==> src/rtl/mem_arbiter_multi.sv <==
// Byte-serial memory access engine shared by NUM_CH requesters.
// Each grant runs one 1/2/4-byte load or store over an 8-bit bus; fixed-priority or round-robin.
module mem_arbiter_multi #(
  parameter int                NUM_CH     = 2,
  parameter int                ADDR_W     = 32,
  parameter int                ARB_MODE   = 0,
  parameter logic [NUM_CH-1:0] FLUSH_MASK = '1,
  localparam int               CH_W       = (NUM_CH > 1) ? $clog2(NUM_CH) : 1
) (
  input  logic                   clk_in,
  input  logic                   rst_n_in,
  input  logic                   rdy_in,
  input  logic                   io_buffer_full,
  input  logic                   flush,
  input  logic [7:0]             mem_din,
  output logic [7:0]             mem_dout,
  output logic [ADDR_W-1:0]      mem_a,
  output logic                   mem_wr,
  input  logic [NUM_CH-1:0]      req_en,
  input  logic [NUM_CH*ADDR_W-1:0] req_addr,
  input  logic [NUM_CH-1:0]      req_wr,
  input  logic [NUM_CH*2-1:0]    req_size,
  input  logic [NUM_CH-1:0]      req_signed,
  input  logic [NUM_CH*32-1:0]   req_wdata,
  output logic [NUM_CH-1:0]      req_rdy,
  output logic [31:0]            rdata,
  output logic                   busy,
  output logic [CH_W-1:0]        owner
);

  localparam logic [1:0] IDLE     = 2'd0;
  localparam logic [1:0] ACCESS   = 2'd1;
  localparam logic [1:0] COOLDOWN = 2'd2;

  logic [1:0]        state;
  logic [2:0]        issue_cnt;
  logic [2:0]        recv_cnt;
  logic [2:0]        n_q;
  logic              wr_q;
  logic              signed_q;
  logic              flushed;
  logic [31:0]       wdata_q;
  logic [7:0]        rbuf [4];
  logic [CH_W-1:0]   ptr;

  logic              en;
  logic [NUM_CH-1:0] cand;
  logic              grant_valid;
  logic [CH_W-1:0]   winner;
  logic [CH_W-1:0]   next_ptr;
  logic [1:0]        g_size;
  logic [2:0]        g_n;
  logic [31:0]       g_wdata;
  logic [7:0]        next_byte;
  logic [7:0]        ext;
  logic [31:0]       load_word;
  logic [NUM_CH-1:0] owner_hot;
  logic              own_flush;

  assign en        = rdy_in & ~io_buffer_full;
  assign owner_hot = NUM_CH'(1) << owner;
  assign own_flush = flush & FLUSH_MASK[owner];
  assign next_byte = 8'(wdata_q >> {issue_cnt + 3'd1, 3'b000});
  assign next_ptr  = (winner == CH_W'(NUM_CH - 1)) ? '0 : winner + 1'b1;

  // Flushed channels cannot win; round-robin scans upward from ptr with wrap.
  always_comb begin : arbitrate
    int              idx;
    logic [CH_W-1:0] sel;
    cand        = req_en & ~(flush ? FLUSH_MASK : '0);
    grant_valid = 1'b0;
    winner      = '0;
    idx         = 0;
    sel         = '0;
    for (int i = 0; i < NUM_CH; i++) begin
      idx = (ARB_MODE == 1) ? ((int'(ptr) + i) % NUM_CH) : i;
      sel = CH_W'(idx);
      if (!grant_valid && cand[sel]) begin
        grant_valid = 1'b1;
        winner      = sel;
      end
    end
  end

  // Unused store lanes are zeroed at grant so X never reaches mem_dout.
  always_comb begin
    g_size  = req_size[winner*2 +: 2];
    g_n     = (g_size == 2'd0) ? 3'd1 : (g_size == 2'd1) ? 3'd2 : 3'd4;
    g_wdata = req_wdata[winner*32 +: 32] &
              ((g_n == 3'd1) ? 32'h0000_00FF : (g_n == 3'd2) ? 32'h0000_FFFF : 32'hFFFF_FFFF);
  end

  always_comb begin
    ext       = (signed_q && n_q != 3'd4 && mem_din[7]) ? 8'hFF : 8'h00;
    load_word = '0;
    for (int j = 0; j < 4; j++) begin
      if (3'(j) < recv_cnt)       load_word[j*8 +: 8] = rbuf[j];
      else if (3'(j) == recv_cnt) load_word[j*8 +: 8] = mem_din;
      else                        load_word[j*8 +: 8] = ext;
    end
  end

  always_ff @(posedge clk_in or negedge rst_n_in) begin
    if (!rst_n_in) begin
      state     <= IDLE;
      issue_cnt <= '0;
      recv_cnt  <= '0;
      n_q       <= '0;
      wr_q      <= 1'b0;
      signed_q  <= 1'b0;
      flushed   <= 1'b0;
      wdata_q   <= '0;
      for (int j = 0; j < 4; j++) rbuf[j] <= '0;
      ptr       <= '0;
      mem_dout  <= '0;
      mem_a     <= '0;
      mem_wr    <= 1'b0;
      req_rdy   <= '0;
      rdata     <= '0;
      busy      <= 1'b0;
      owner     <= '0;
    end else if (en) begin
      case (state)
        IDLE: begin
          req_rdy <= '0;
          if (grant_valid) begin
            mem_a     <= req_addr[winner*ADDR_W +: ADDR_W];
            mem_wr    <= req_wr[winner];
            mem_dout  <= g_wdata[7:0];
            wr_q      <= req_wr[winner];
            signed_q  <= req_signed[winner];
            n_q       <= g_n;
            wdata_q   <= g_wdata;
            issue_cnt <= '0;
            recv_cnt  <= '0;
            flushed   <= 1'b0;
            busy      <= 1'b1;
            owner     <= winner;
            state     <= ACCESS;
            if (ARB_MODE == 1) ptr <= next_ptr;
          end
        end
        ACCESS: begin
          // A flushed speculative load is dropped; stores always finish on the bus.
          if (!wr_q && own_flush) begin
            busy  <= 1'b0;
            state <= IDLE;
          end else begin
            if (wr_q && own_flush) flushed <= 1'b1;
            if (issue_cnt < n_q) begin
              issue_cnt <= issue_cnt + 3'd1;
              if (issue_cnt + 3'd1 < n_q) begin
                mem_a    <= mem_a + ADDR_W'(1);
                mem_dout <= next_byte;
              end
            end
            if (wr_q && issue_cnt == n_q - 3'd1) begin
              mem_wr  <= 1'b0;
              req_rdy <= (flushed || own_flush) ? '0 : owner_hot;
              state   <= COOLDOWN;
            end
            // mem_din lags the address by one cycle, so capture trails issue.
            if (!wr_q && recv_cnt < issue_cnt) begin
              recv_cnt             <= recv_cnt + 3'd1;
              rbuf[recv_cnt[1:0]]  <= mem_din;
              if (recv_cnt == n_q - 3'd1) begin
                rdata   <= load_word;
                req_rdy <= owner_hot;
                state   <= COOLDOWN;
              end
            end
          end
        end
        COOLDOWN: begin
          req_rdy <= '0;
          busy    <= 1'b0;
          state   <= IDLE;
        end
        default: state <= IDLE;
      endcase
    end
  end

endmodule

==> config.mk <==
export PLATFORM = sky130hd
export DESIGN_NAME = mem_arbiter_multi
export DESIGN_NICKNAME = d
export VERILOG_FILES = /design/src/rtl/mem_arbiter_multi.sv
export SDC_FILE = /design/constraint.sdc
export NUM_CORES = 1
export LEC_CHECK = 0
export ABC_CLOCK_PERIOD_IN_PS = 2800
export BUFFER_PORTS_ARGS = -buffer_cell sky130_fd_sc_hd__buf_2
export CAP_MARGIN = 20
export CORE_ASPECT_RATIO = 0.9
export CORE_MARGIN = 2
export CORE_UTILIZATION = 30
export DETAILED_ROUTE_END_ITERATION = 6
export GPL_TIMING_DRIVEN = 0
export PLACE_DENSITY_LB_ADDON = 0.12
export REMOVE_ABC_BUFFERS = 1
export SLEW_MARGIN = 10
export SYNTH_ARGS = -nofsm -noshare
export SYNTH_HDL_FRONTEND = slang
export SYNTH_SLANG_ARGS = --single-unit
==> constraint.sdc <==
create_clock -name clk_in -period 2.8 [get_ports clk_in]
set_input_delay 0.56 -clock clk_in [delete_from_list [all_inputs] [get_ports clk_in]]
set_output_delay 0.56 -clock clk_in [all_outputs]
set_load 0.05 [all_outputs]
* Yosys cells after proc, flatten, opt, wreduce, memory -nomap -nowiden
Index checks and enable logic that the tools add are counted.
Word-level totals: flip-flop bits (word level) 155, bits of input ports 151, logic and storage cells 160
Cells by class: bitwise logic cells 8, equal/unequal tests 19, order comparisons 11, reductions and logical operators 29, shift-type cells 5, add/subtract/negate cells 4, mux-type cells 65
Operator list (number):
- two-way mux 32 bit | 6
- indexed part select 64 x 7 -> 32 bit | 2
- two-way mux 8 bit | 14
- one-hot mux 32 bit (2 select lines) | 1
- adder 32 x 1 -> 32 bit, second input constant | 1
- bitwise AND 32 bit | 1
- bitwise mux 32 bit | 1
- >> shifter 32 x 6 -> 8 bit | 1
- AND reduction 5 bit | 5
- two-way mux 2 bit | 11
- two-way mux 3 bit | 7
- demux 8 bit (select 2 bit) | 1
- two-way mux 1 bit | 16
- != test 2 bit, second input constant | 8
- one-hot mux 8 bit (2 select lines) | 1
- one-hot mux 3 bit (2 select lines) | 2
- < comparator 3 bit | 3
- logical AND 1 bit | 8
- one-hot mux 2 bit (2 select lines) | 2
- AND reduction 4 bit | 2
- adder 3 x 1 -> 3 bit, second input constant | 2
- equality test 2 x 3 -> 1 bit, first input constant | 2
- equality test 3 bit | 2
- < comparator 1 x 3 -> 1 bit, first input constant | 2
- other kinds (30) | 40

* Longest topological paths before layout
Gate-level depths: netlist of run 1.
depth in word-level cells 17, mapped depth 10, gate-level depth less buffers 8

* Worst setup path after synthesis of run 1
No wires, ideal clock.
path kind reg-to-reg, start point register issue_cnt[1], end point register mem_a[0], buffers on the path 1, cell stages (with the launch flop) 10, period minus slack after synthesis 2.397 ns, required time 2.675 ns, setup time 0.125 ns, path slack 0.403 ns, data arrival time 2.272 ns, path through dfrtp_1 > ha_1 > xor2_1 > ha_1 > a21oi_1 > o21a_1 > a21oi_2 > nor2_2 > buf_4 > mux2_2
Between the ends: cells in the longest elaborated chain, start to end 4, elaborated cells between the ends (all ways) 6, classes of those cells add/sub (1); order compare (2); eq/ne (2); reduce/logical (1)
RTL lines:
- start, declared | line 36 | logic [2:0] issue_cnt;
- start signal, assigned | line 151 | issue_cnt <= issue_cnt + 3'd1;
- adder 3 x 1 -> 3 bit | line 152 | if (issue_cnt + 3'd1 < n_q) begin
- < comparator 3 bit | line 152
- != test 2 bit (no line)
- AND reduction 6 bit (no line) *
- end signal, assigned | line 127 | mem_a <= req_addr[winner*ADDR_W +: ADDR_W];
- end signal, assigned | line 153 | mem_a <= mem_a + ADDR_W'(1);
- end, declared | line 17 | output logic [ADDR_W-1:0] mem_a,
Mark *: on every way between the ends. The rest lies on a longest branch, timed or not. A chain may end at the register's enable or synchronous reset.

* Worst setup path in the final report of run 1
start point register issue_cnt[0], end point register mem_dout[2]
Between the ends: cells in the longest elaborated chain, start to end 6, elaborated cells between the ends (all ways) 11, classes of those cells add/sub (1); order compare (2); eq/ne (2); shift (1); mux (4); reduce/logical (1)
RTL lines:
- adder 3 x 1 -> 3 bit | line 63, 152
- >> shifter 32 x 6 -> 8 bit | line 63 | assign next_byte = 8'(wdata_q >> {issue_cnt + 3'd1, 3'b000});
- two-way mux 8 bit | line 152
- two-way mux 8 bit | line 150 | if (issue_cnt < n_q) begin
- two-way mux 8 bit | line 145 | if (!wr_q && own_flush) begin
- one-hot mux 8 bit (2 select lines) | line 123 | case (state)
- end signal, assigned | line 129 | mem_dout <= g_wdata[7:0];
- end signal, assigned | line 154 | mem_dout <= next_byte;
- end, declared | line 16 | output logic [7:0] mem_dout,
Parallel ways exist; a longest one is shown, timed or not. The select of a mux whose other input is x is not followed.

==> flow_metrics.env, run 1 <==
export IMPL_io_buffers=227
export IMPL_cp_num_buf_inv=0
export IMPL_pre_cts_slack_ps=-1200
export IMPL_first_pass_iters=5
export IMPL_finalNonFillerCells=1527
export IMPL_routabilityCongestion=0.780
export IMPL_synth_async_reset_ratio_pct=100
export IMPL_drt_initial_drc_count=512
export IMPL_viasPerCell=5.04
export IMPL_reg2reg_depth=8
export IMPL_grt_pass1_wl_um=44200
export IMPL_place_hpwl_um=19200
export IMPL_grt_overflow_total=0
export IMPL_tightest_slew_ps=964
export IMPL_syn_area_per_cell_sq_um=10.0
export IMPL_slew_viol_final=0
export IMPL_nNetsFinal=1281
export IMPL_start_kind="register"
export IMPL_synth_most_common_cell="dfrtp_1"
export IMPL_critPathKind="reg -> reg"
export IMPL_core_sq_um=29700
export IMPL_p_per_area_nw_per_um2=1080
export IMPL_fin_ws_ps=160
export IMPL_ir_drop_v=0.000482
export IMPL_cap_violations=0
export IMPL_routedWlPerCell_um=17.9
export IMPL_startpoint="issue_cnt[0]$_DFFE_PN0P_"
export IMPL_slowest_delay_ps=500
export IMPL_antenna_found_initial=0
export IMPL_fin_skew_ps=19.8
export IMPL_cp_arrival_ps=2970
export IMPL_place_inst=1485
export IMPL_hold_viol_final=0
export IMPL_cts_sinks=155
export IMPL_min_path_type="in -> async"
export IMPL_postRouteAntennaNets=0
export IMPL_synthDistinctLibCells=80
export IMPL_routed_wirelength_um=27300
export IMPL_htree_levels=4
export IMPL_r2r_slack_ps=160
export IMPL_crit_family="compound AO/OA/AOI/OAI gates"
export IMPL_antenna_cells=0
export IMPL_endpoint="mem_dout[2]$_DFFE_PN0P_"
export IMPL_yosys_warnings=0
export IMPL_root_buffer="clkbuf_16"
export IMPL_die_h_um=168
export IMPL_cp_required_ps=3130
export IMPL_clk_pin_slew_ps=80
export IMPL_ys_seq_area_share_pct=43.2
export IMPL_worstReg2RegStart="issue_cnt[0]$_DFFE_PN0P_"
export IMPL_vias=7690
export IMPL_cts_tree="yes"
export IMPL_grt_use_total_pct=17.7
export IMPL_ctsHoldBuffers=0
export IMPL_period_minus_slack_ps=2640
export IMPL_ios=228
export IMPL_endpoint_kind="register"
export IMPL_worstSkewPairLatency_ps=430
export IMPL_start_util_pct=30.3
export IMPL_grt_max_degree=85
export IMPL_rr_endpoint="mem_dout[2]$_DFFE_PN0P_"
export IMPL_crit_chain="ha_2 > xor2_1 > ha_1 > a21oi_1 > o21a_1 > a21oi_4 > nor2_4 > mux2_2"
export IMPL_syn_cell_area_sq_um=8980
export IMPL_synth_ff_type="dfrtp_1"
export IMPL_max_freq_ghz=0.379
export IMPL_drc=0
export IMPL_synthTopCellsByCount="dfrtp_1 (155), nand2_1 (106), o21ai_0 (82), mux2_2 (67), a21oi_1 (54)"
export IMPL_drive_above_1_share_pct=36.6
export IMPL_synth_edf_count=0
export IMPL_status="completed"
export IMPL_worst_path_stages=8
export IMPL_cts_buffers=17
export IMPL_setup_viol=0
export IMPL_die_area_sq_um=31300
export IMPL_ys_ff_latch=155
export IMPL_grt_pass1_vias=7829
export IMPL_die_width_um=186
export IMPL_critPathMaxFanout=9
export IMPL_synth_top_area_share_pct=43.2
export IMPL_area_growth_pct=27.3
export IMPL_synth_area_leaders="dfrtp_1 (43%), mux2_2 (8.4%), mux2i_1 (5.7%), o21ai_0 (4.6%), nand2_1 (4.4%)"
export IMPL_max_slew_margin_pct=35.5
export IMPL_synth_cells=895
export IMPL_p_leak_nw=5.26
export IMPL_clockBufferDepth=2
export IMPL_rows=60
export IMPL_fin_crit_sh_pct=94.3
export IMPL_slowest_stage="dfrtp_4"
export IMPL_yosysTopAreaCell="dfrtp_1"
-- stage by stage --
stage               power (mW)  setup TNS [ps]  utilization [%]  cell area, sq um  hold slack [ps]
floorplan                 7.95         -421210                -              8700              264
global placement          9.61         -961860             34.9             10300              459
detailed placement        9.78          -72310             35.7             10600              470
CTS                       12.4               0             38.5             11400              146
global route              13.2           -8.65             38.6             11400              165
finish                    12.3               0             38.6             11400              130
-- logic make-up (layout without fill, tap and decap cells) --
logic type	after synthesis	count (layout)	synth area share, %
flops	155	155	43.2
xor+xnor	6	6	0.891
fa+ha+maj	19	19	2.65
mux	126	126	16.1
compound gates	251	251	18.1
buf+inv	89	316	4.50
simple gates	249	251	14.6
-- worst min path at each step --
stage                     depth (start not counted)                     from                 endpoint  slack (ps)
after global placement                            2  wdata_q[12]$_DFFE_PN0P_  wdata_q[12]$_DFFE_PN0P_         460
after global routing                              1                 rst_n_in     mem_a[9]$_DFFE_PN0P_         170
after CTS                                         1                 rst_n_in     mem_a[9]$_DFFE_PN0P_         150
final                                             1                 rst_n_in     mem_a[9]$_DFFE_PN0P_         130
after detailed placement                          2   wdata_q[9]$_DFFE_PN0P_   wdata_q[9]$_DFFE_PN0P_         470
after floorplan                                   0                 rst_n_in         busy$_DFFE_PN0P_         260
-- placed cells by master (no fill, tap or decap), types with 8 or more instances in the layout --
cell type,instances
buf_2,226
dfrtp_1,153
nand2_1,106
o21ai_0,81
mux2_2,67
a21oi_1,54
mux2i_1,49
nor2_1,34
inv_1,31
nand3_1,24
a31oi_1,17
ha_1,17
clkbuf_16,17
and3_1,13
o211ai_1,13
nand4_1,11
buf_4,11
a221oi_1,9
o22ai_1,9
mux4_2,8
-- routing by layer --
| layer | up-vias | wire [um] | global-route usage, % | share of wire [%] |
|---|---|---|---|---|
| met1 | 3729 | 13400 | 25.1 | 49 |
| met5 | - | 0 | 0 | 0 |
| met2 | 199 | 12100 | 27.9 | 44 |
| met3 | 16 | 1490 | 4.25 | 5.5 |
| li1 | 3746 | - | - | - |
| met4 | 0 | 259 | 3.06 | 0.95 |
-- what timing repair did --
item,in CTS,in global routing
hold endpoints to repair,0,0
setup buffers,8,2
endpoints found under the setup margin,134,110
gates resized for setup,26,4
cloned,2,0
pin swaps,8,1
-- where the power goes --
part / switching (mW) / internal [mW] / total (mW) / leakage, nW
Clock: 1.15 / 1.23 / 2.38 / 0.295
Combinational: 4.02 / 2.07 / 6.09 / 2.96
Sequential: 0.770 / 3.06 / 3.83 / 2.00
-- state kept, by name, summed over array words and instances (netlist names) --
register	cells
mem_dout	8
owner	1
mem_wr	1
wdata_q	32
req_rdy	2
n_q	3
mem_a	32
busy	1
state	2
wr_q	1
recv_cnt	3
signed_q	1
issue_cnt	3
flushed	1
rdata	32
rbuf	32
-- area by class of cell --
type,count,area (sq um)
clock buffers,18,439
well taps,403,504
flip-flops and latches,155,3890
repair buffers,252,1450
clock inverters,14,171
multi-input cells,653,4860
fillers,2990,18200
inverters,32,121
Note: power is estimated with default switching activity, not from simulation.
==> inputs of run 2 (changes only) <==
CORE_ASPECT_RATIO = 0.8   (was 0.9)
==> flow_metrics.env, run 2 (synthesis gave the netlist of run 1 again) <==
export IMPL_routed_wirelength_um=28200
export IMPL_viasPerCell=5.12
export IMPL_drive_above_1_share_pct=36.8
export IMPL_placed_area_sq_um=10600
export IMPL_cp_arrival_ps=2980
export IMPL_routedWlPerCell_um=18.7
export IMPL_grt_max_degree=90
export IMPL_min_path_type="in -> async"
export IMPL_routabilityCongestion=0.800
export IMPL_endpoint_kind="register"
export IMPL_max_freq_ghz=0.379
export IMPL_status="completed"
export IMPL_nNetsFinal=1289
export IMPL_start_util_pct=30.6
export IMPL_r2r_slack_ps=160
export IMPL_start_kind="register"
export IMPL_io_buffers=227
export IMPL_cp_required_ps=3150
export IMPL_die_h_um=159
export IMPL_critPathMaxFanout=13
export IMPL_cts_buffers=17
export IMPL_reg2reg_depth=9
export IMPL_grt_overflow_total=0
export IMPL_layout_commonest_cell="buf_2"
export IMPL_ir_drop_v=0.000582
export IMPL_root_buffer="clkbuf_16"
export IMPL_max_slew_margin_pct=38.6
export IMPL_antenna_found_initial=0
export IMPL_first_pass_iters=5
export IMPL_pre_cts_slack_ps=-909
export IMPL_postRouteAntennaNets=0
export IMPL_ios=228
export IMPL_endpoint="mem_a[21]$_DFFE_PN0P_"
export IMPL_worstSkewPairLatency_ps=430
export IMPL_finalNonFillerCells=1510
export IMPL_place_inst=1460
export IMPL_die_width_um=197
export IMPL_rr_endpoint="mem_a[21]$_DFFE_PN0P_"
export IMPL_clockBufferDepth=2
export IMPL_grt_use_total_pct=18.3
export IMPL_p_leak_nw=5.27
export IMPL_rows=56
export IMPL_fin_crit_sh_pct=94.3
export IMPL_startpoint="issue_cnt[0]$_DFFE_PN0P_"
export IMPL_post_route_util_pct=38.9
export IMPL_htree_levels=4
export IMPL_fin_ws_ps=160
export IMPL_vias=7729
export IMPL_setup_viol=0
export IMPL_die_area_sq_um=31400
export IMPL_total_power_mw=12.5
export IMPL_rsz0062_at_grt="yes"
export IMPL_hold_viol_final=0
export IMPL_place_hpwl_um=19800
export IMPL_area_growth_pct=27.2
export IMPL_core_sq_um=29400
export IMPL_period_minus_slack_ps=2640
export IMPL_slew_viol_final=0
export IMPL_p_per_area_nw_per_um2=1090
export IMPL_critPathKind="reg -> reg"
export IMPL_cap_violations=0
export IMPL_cts_sinks=155
export IMPL_worstReg2RegStart="issue_cnt[0]$_DFFE_PN0P_"
export IMPL_clk_pin_slew_ps=70
export IMPL_fin_skew_ps=13.9
export IMPL_fin_area_sq_um=11400
export IMPL_drc=0
export IMPL_drt_initial_drc_count=370
export IMPL_cts_tree="yes"
export IMPL_grt_pass1_wl_um=44400
export IMPL_grt_pass1_vias=7605
export IMPL_layout_common_cells="buf_2 (226), dfrtp_1 (153), nand2_1 (106)"
export IMPL_tightest_slew_ps=919
## run 2: changes by cell type in the layout (fill, tap and decap cells not counted), sizes merged
cell | previous run | this run
buf | 252 | 261
bufinv | 0 | 2
clkbuf | 18 | 19
clkinv | 7 | 2
clkinvlp | 1 | 4
diode | 0 | 1
inv | 38 | 37
nand2b | 8 | 7
## run 2: timing repair
item | in CTS | in global routing
hold endpoints to repair | 0 | 0
pin swaps | 4 | 5
endpoints found under the setup margin | 125 | 51
buffers inserted | 8 | 8
gates resized for setup | 21 | 5
hold buffers | 0 | 0
cloned | 1 | 0
## run 2: report_power, final
part           total (mW)  internal (mW)  switching (mW)
sequential           3.84           3.07           0.774
combinational        6.28           2.16            4.12
clock                2.39           1.34            1.05
## run 2: how the worst min path moves through the flow
stage,from,endpoint,depth (start not counted)
2_1_floorplan,rst_n_in,busy$_DFFE_PN0P_,0
3_3_place_gp,wdata_q[31]$_DFFE_PN0P_,wdata_q[31]$_DFFE_PN0P_,2
3_5_place_dp,wdata_q[31]$_DFFE_PN0P_,wdata_q[31]$_DFFE_PN0P_,2
4_1_cts,rst_n_in,mem_a[11]$_DFFE_PN0P_,1
5_1_grt,rst_n_in,mem_a[10]$_DFFE_PN0P_,1
6_report,rst_n_in,mem_a[10]$_DFFE_PN0P_,1
## run 2: metal layers
| metal | share of wire [%] | track usage, % |
|---|---|---|
| met1 | 51 | 27.2 |
| met2 | 43 | 27.0 |
| met3 | 5.4 | 4.27 |
| met4 | 0.50 | 3.38 |
| met5 | 0 | 0 |
## run 2: per-stage QoR
stage / setup TNS [ps] / hold WS [ps]
floorplan: -421210 / 264
global placement: -1010120 / 458
detailed placement: -50370 / 467
CTS: 0 / 83.3
global route: -7.77 / 102
finish: 0 / 73.4
## run 2: final cells by class
type	count	area, sq um
Fill cell	2998	17900
Multi-Input combinational cell	652	4840
Sequential cell	155	3890
Timing Repair Buffer	261	1520
Tap cell	377	472
Clock buffer	19	433
Clock inverter	13	156
Inverter	32	121
Antenna cell	1	2.50
## run 2: worst max-delay path, cell delays in order, from the launching register on
cell and delay, ps:
dfrtp_4 610, ha_4 210, xor2_1 200, ha_1 280, a21oi_1 190, o21a_2 240
a21oi_4 130, buf_12 160, a2111o_1 370, a22oi_1 150
